--- config.mk ---
export PLATFORM = sky130hd
export DESIGN_NAME = serial_subtractor
export DESIGN_NICKNAME = d
export VERILOG_FILES = /design/src/rtl/serial_sub_pkg.sv /design/src/rtl/full_subtractor.sv /design/src/rtl/serial_subtractor.sv
export SDC_FILE = /design/constraint.sdc
export NUM_CORES = 1
export LEC_CHECK = 0
export ABC_AREA = 1
export CORE_ASPECT_RATIO = 0.75
export CORE_MARGIN = 4
export CORE_UTILIZATION = 25
export DETAILED_ROUTE_END_ITERATION = 10
export PLACE_DENSITY = 0.54
export SLEW_MARGIN = 10
export SYNTH_ARGS = -nofsm -noshare
export SYNTH_HDL_FRONTEND = slang
export SYNTH_SLANG_ARGS = --single-unit
--- constraint.sdc ---
create_clock -name clk -period 3.5 [get_ports clk]
set_input_delay 0.525 -clock clk [delete_from_list [all_inputs] [get_ports clk]]
set_output_delay 0.525 -clock clk [all_outputs]
set_load 0.1 [all_outputs]
--- src/rtl/serial_sub_pkg.sv ---
`default_nettype none
// ============================================================================
//  Module      : serial_sub_pkg
//  Description : Shared types and helpers for the bit-serial subtractor.
//  Revision    : 1.0 - initial release
// ============================================================================
package serial_sub_pkg;

    localparam int SUB_N_DEFAULT = 8;

    typedef enum logic [1:0] {
        IDLE  = 2'd0,
        SHIFT = 2'd1,
        DONE  = 2'd2
    } sub_state_t;

    // Bit-counter width; never narrower than one bit.
    function automatic int sub_cnt_width(input int n);
        return (n <= 2) ? 1 : $clog2(n);
    endfunction

endpackage
`default_nettype wire

--- src/rtl/full_subtractor.sv ---
`default_nettype none
// ============================================================================
//  Module      : full_subtractor
//  Description : 1-bit combinational full-subtractor cell (x - y - bin).
//  Revision    : 1.0 - initial release
// ============================================================================
module full_subtractor (
    input  logic x,
    input  logic y,
    input  logic bin,
    output logic d,
    output logic bout
);

    assign d    = x ^ y ^ bin;
    assign bout = (~x & y) | (~x & bin) | (y & bin);

endmodule
`default_nettype wire

--- src/rtl/serial_subtractor.sv ---
`default_nettype none
// ============================================================================
//  Module      : serial_subtractor
//  Description : Bit-serial N-bit subtractor (a - b - bin), LSB first, one
//                full-subtractor cell and a registered borrow.
//                Optional macro SERIAL_SUBTRACTOR_OVF_EN enables signed ovf.
//  Revision    : 1.0 - initial release
// ============================================================================
module serial_subtractor
    import serial_sub_pkg::*;
#(
    parameter int N = SUB_N_DEFAULT
) (
    input  logic         clk,
    input  logic         rst_n,
    input  logic         start,
    input  logic [N-1:0] a,
    input  logic [N-1:0] b,
    input  logic         bin,
    output logic         busy,
    output logic         done,
    output logic [N-1:0] diff,
    output logic         bout,
    output logic         ovf
);

    localparam int            CW     = sub_cnt_width(N);
    localparam logic [CW-1:0] C_LAST = CW'(N - 1);

    sub_state_t    r_state;
    sub_state_t    w_next;
    logic [N-1:0]  r_ra;
    logic [N-1:0]  r_rb;
    logic          r_borrow;
    logic [CW-1:0] r_cnt;
    logic          r_busy;
    logic          r_done;
    logic [N-1:0]  r_diff;
    logic          r_bout;
    logic          w_load;
    logic          w_last;
    logic          w_d;
    logic          w_bo;

    full_subtractor u_cell (
        .x    (r_ra[0]),
        .y    (r_rb[0]),
        .bin  (r_borrow),
        .d    (w_d),
        .bout (w_bo)
    );

    // The edge leaving DONE is also an acceptance edge, giving one
    // operation every N+1 cycles when start is held high.
    always_comb begin
        w_next = r_state;
        w_load = 1'b0;
        w_last = 1'b0;
        case (r_state)
            IDLE: begin
                if (start) begin
                    w_next = SHIFT;
                    w_load = 1'b1;
                end
            end
            SHIFT: begin
                if (r_cnt == C_LAST) begin
                    w_next = DONE;
                    w_last = 1'b1;
                end
            end
            DONE: begin
                if (start) begin
                    w_next = SHIFT;
                    w_load = 1'b1;
                end else begin
                    w_next = IDLE;
                end
            end
            default: w_next = IDLE;
        endcase
    end

    // Result bits are shifted into the vacated MSB end of r_ra, so no
    // separate accumulator is needed; diff is copied only on the last bit.
    always_ff @(posedge clk or negedge rst_n) begin
        if (!rst_n) begin
            r_state  <= IDLE;
            r_ra     <= '0;
            r_rb     <= '0;
            r_borrow <= 1'b0;
            r_cnt    <= '0;
            r_busy   <= 1'b0;
            r_done   <= 1'b0;
            r_diff   <= '0;
            r_bout   <= 1'b0;
        end else begin
            r_state <= w_next;
            r_busy  <= (w_next != IDLE);
            r_done  <= w_last;
            if (w_load) begin
                r_ra     <= a;
                r_rb     <= b;
                r_borrow <= bin;
                r_cnt    <= '0;
            end else if (r_state == SHIFT) begin
                r_ra     <= {w_d, r_ra[N-1:1]};
                r_rb     <= {1'b0, r_rb[N-1:1]};
                r_borrow <= w_bo;
                r_cnt    <= r_cnt + 1'b1;
            end
            if (w_last) begin
                r_diff <= {w_d, r_ra[N-1:1]};
                r_bout <= w_bo;
            end
        end
    end

`ifdef SERIAL_SUBTRACTOR_OVF_EN
    logic r_amsb;
    logic r_bmsb;
    logic r_ovf;

    always_ff @(posedge clk or negedge rst_n) begin
        if (!rst_n) begin
            r_amsb <= 1'b0;
            r_bmsb <= 1'b0;
            r_ovf  <= 1'b0;
        end else begin
            if (w_load) begin
                r_amsb <= a[N-1];
                r_bmsb <= b[N-1];
            end
            if (w_last) begin
                r_ovf <= (r_amsb ^ r_bmsb) & (r_amsb ^ w_d);
            end
        end
    end

    assign ovf = r_ovf;
`else
    assign ovf = 1'b0;
`endif

    assign busy = r_busy;
    assign done = r_done;
    assign diff = r_diff;
    assign bout = r_bout;

endmodule
`default_nettype wire

# Word-level counts from Yosys, hierarchy flattened
# Index checks and enable logic that the tools add are counted.
[word_totals]
inputBits = 20
out_inout_bits = 12
regBits = 33
wordCells = 41
[op_classes]
reduce_logical = 4
add_sub_neg = 1
n_mux = 16
n_eq_ne = 3
bitwise_logic = 8
[ops]
columns = ["op", "n"]
rows = [
  ["8-bit 2-to-1 mux", 4],
  ["1-bit 2-to-1 mux", 7],
  ["3-bit 2-to-1 mux", 2],
  ["2-bit case mux with 3 select lines", 1],
  ["2-bit 2-to-1 mux", 2],
  ["2-bit nonzero test", 2],
  ["3-bit by 1-bit adder with 3-bit output, second input constant", 1],
  ["1-bit AND", 3],
  ["3-bit equality test, second input constant", 1],
  ["2-bit by 1-bit equality test with 1-bit output, second input constant", 1],
  ["2-bit equality test, second input constant", 1],
  ["2-bit zero test", 1],
  ["1-bit bitwise OR", 2],
  ["2-bit OR reduction", 1],
  ["1-bit bitwise XOR", 2],
  ["1-bit NOT", 1],
]

# Logic depth before layout (Yosys ltp)
[logic_depth]
ltp_word = 6
depth_mapped = 8
ltp_nobuf = 7

# By module
# From an unflattened synthesis, not the netlist that was laid out.
[hier_totals]
cells_unflattened = 193
hier_area_um2 = 1532.7
[by_module_without_submodules]
columns = ["module", "area_each_um2", "seq_area_each_um2", "cells_each", "instances"]
rows = [
  ["serial_subtractor", 1505.2, 825.8, 190, 1],
  ["full_subtractor", 27.5, 0.0, 3, 1],
]

# Least setup slack after synthesis
# Ideal clock, no wire load.
[synth_timing]
kind = "reg2out"
start = "register r_bout (netlist: bout)"
end = "output bout"
path_buffers = 0
required_time_ns = 2.975
stages_incl_launch_ff = 1
slack_ns = 2.077
arrival_ns = 0.898
cell_sequence = "dfrtp_1"
[synth_lines]
columns = ["element", "line", "rtl"]
rows = [
  ["start: declaration", "serial_subtractor.sv:39", "logic r_bout;"],
  ["start signal: assignment", "serial_subtractor.sv:114", "r_bout <= w_bo;"],
  ["end: declaration", "serial_subtractor.sv:23", "output logic bout,"],
]
# No word-level cell between the ends.

# Worst setup path after layout
[layout_timing]
start = "register r_diff[3] (netlist: diff[3])"
end = "output diff[3]"
[layout_lines]
columns = ["element", "line", "rtl"]
rows = [
  ["start: declaration", "serial_subtractor.sv:38", "logic [N-1:0] r_diff;"],
  ["start signal: assignment", "serial_subtractor.sv:113", "r_diff <= {w_d, r_ra[N-1:1]};"],
  ["end: declaration", "serial_subtractor.sv:22", "output logic [N-1:0] diff,"],
]
# No word-level cell between the ends.

==> reports/metrics.cfg <==
[outcome]
run_status = finished clean

[sta]
rsz0062_at_grt = no
fmax_mhz = 436
worst_slew_margin_rel_pct = 35.1
drv_slew = 0
setup_tns_after_final_layout_ps = 0
period_utilization_post_route_pct = 65.5
worst-slew-pin-transition_ps = 970
hold_viol_final = 0
max_clock_skew_ps = 8.47
period_needed_ps = 2290
setup_viol_count_final = 0

[finish]
final_cell_mix = 104 x nand2_1, 33 x dfrtp_1, 30 x clkdlybuf4s50_1
num-nets-final = 252
layout_commonest_cell = nand2_1
num_antenna_cells = 0
layout_cells_sized_above_1_pct = 7.83
fill_cells = 650
area.growth.synth_to_final_pct = 27.1
finish.utilization_pct = 33.6

[die]
placementRows = 24
design.die.area_um2 = 7670
die-width_um = 99.8
die_y_um = 76.9
start_util_pct = 26.4
top_level_ports = 32
floorplan.core_area_um2 = 5980

[clock_network]
post-cts-setup-buffer-count = 0
ctsLongestPathBuffers = 2
tritoncts.num_buffers = 5
postCtsHoldBufs = 0
clkLatencyLatePin_ps = 280
cts.sinks = 33
cts_root_buf = clkbuf_8
ctsHtreeMaxLevel = 2
clock_tree_from_tritoncts = built
cts_repair_resize_count = 0
clkTransAtPathRegs_ps = 70

[power]
p_clk_share_pct = 13.0
worst_ir_drop_vdd_v = 0.000386
total_switching_power_uw = 1110
comb_power_share_pct = 53.9
cellLeakagePower_uw = 0.00107
cellInternalPower_uw = 1040
power_share_of_the_sequential_group_pct = 33.1
power.switching_fraction_pct = 51.5
power.density_nw_per_um2 = 1070

[setup_path]
setup.worst_path.end_class = output pin
crit_fanout = 2
critPathArrivalTime_ps = 1770
crit_family = buffers and inverters
cp_slowest_stage_delay_ps = 1130
critical_path.n_buffers_inverters = 1
reg2reg_from = r_state[0]
cp.required_ps = 2970
path_class = reg -> out
max_stage_delay_cell_worst_path = clkdlybuf4s50_1
timing.critical_path.cells = clkdlybuf4s50_1
timing.critical_path.from_type = flop
critical_path.startpoint = diff[3]

[placement]
routabilityCongestion = 0.701
place_hpwl_mm = 2.39
port_buffers = 30

[global_route]
grt_first_pass_wirelength_mm = 5.98
grt_pass1_vias = 1214
antenna_found_initial = 0
grt_start_max_net_pins = 34
grt.total_usage_pct = 9.88
overflow_left_after_global_routing = 0

[logic_synthesis]
post_synth.cell_area_avg_um2 = 7.94
synthesis.nets = 222
synthCells = 199
syn_area_um2 = 1580
post_synth_num_cell_types = 19
ys_warn_count = 0
seq_area_frac_synth_pct = 52.3
postSynthRegisterBits = 33

[routing]
ant_nets = 0
drt-wirelength-per-cell_um = 11.4
first_iter_violations = 81
firstDrtPassIters = 4
dr_total_vias = 1254
wl_mm = 3.52
via_per_inst = 4.07
drc = 0

[worst_hold_path]
hold_start = r_rb[3]
min_path_type = reg -> reg

[run]
cap_viol_max_count = 0

## metrics by stage
stage | cells | instance area [um^2] | power (uW) | setup slack (ps) | hold WS, ps
after global routing | 308 | 2010 | 2330 | 1140 | 504
after floorplan | 199 | 1580 | 1640 | 2080 | 229
final | 308 | 2010 | 2150 | 1210 | 474
after detailed placement | 300 | 1930 | 1890 | 1510 | 459
after CTS | 308 | 2010 | 2180 | 1190 | 476
after global placement | 300 | 1930 | 1870 | 1510 | 456
## cell type report
class	count	area [um^2]	share of cell area, %
Timing Repair Buffer	31	308	15.3
Clock inverter	2	10.0	0.498
Sequential cell	33	826	41.1
Clock buffer	6	72.6	3.61
Inverter	22	85.1	4.24
Multi-Input combinational cell	136	609	30.3
Tap cell	78	97.6	4.86
## worst paths after layout
| check | end | cells after the start | slack (ps) |
|---|---|---|---|
| setup reg to reg | diff[0] | 6 | 1740 |
| setup / recovery | diff[3] | 1 | 1210 |
| hold / removal | r_rb[3] | 2 | 470 |
| max in group asynchronous | r_ra[1] | 2 | 2530 |
| min in group asynchronous | r_cnt[1] | 2 | 650 |
| hold reg to reg | r_rb[3] | 2 | 470 |
## layer usage
layer / wire, um / vias up / GRT usage, %
li1: - / 653 / -
met1: 1710 / 568 / 13.5
met2: 1540 / 26 / 14.7
met3: 233 / 7 / 3.63
met4: 34 / 0 / 2.46
met5: 0 / - / 0
## state kept, by name, summed over array words and instances, names as in the netlist
name	flops
bout	1
diff	8
r_state	2
r_borrow	1
done	1
r_cnt	3
r_rb	8
r_ra	8
busy	1
## power by group through the flow
stage          combinational, uW  sequential, uW  clock (uW)
2_1_floorplan                539            1100           0
3_3_place_gp                1170             708           0
3_5_place_dp                1170             715           0
4_1_cts                     1180             710         293
5_1_grt                     1270             738         313
6_report                    1160             710         280
## cell families after synthesis
kind of cell	after synthesis	share of synthesized area, %
compound gates	3	1.19
fa+ha+maj	3	2.85
buf+inv	30	9.18
flops	33	52.3
other cells	1	0.237
simple gates	129	34.3
## Yosys cell counts
master | instances | share of area, %
ha_1 | 2 | 1.6
inv_2 | 2 | 0.48
nand3_1 | 18 | 5.7
buf_4 | 3 | 1.4
conb_1 | 1 | 0.24
inv_4 | 1 | 0.40
nor2_1 | 1 | 0.24
buf_2 | 3 | 0.95
nor2_4 | 2 | 1.4
nand2_2 | 2 | 0.79
a21oi_1 | 1 | 0.32
inv_1 | 19 | 4.5
dfrtp_1 | 33 | 52
buf_6 | 2 | 1.4
nand2_4 | 2 | 1.4
nand2_1 | 104 | 25
fa_1 | 1 | 1.3
o21ai_2 | 1 | 0.55
o21ai_0 | 1 | 0.32
Power figures use the tool's default switching activity.
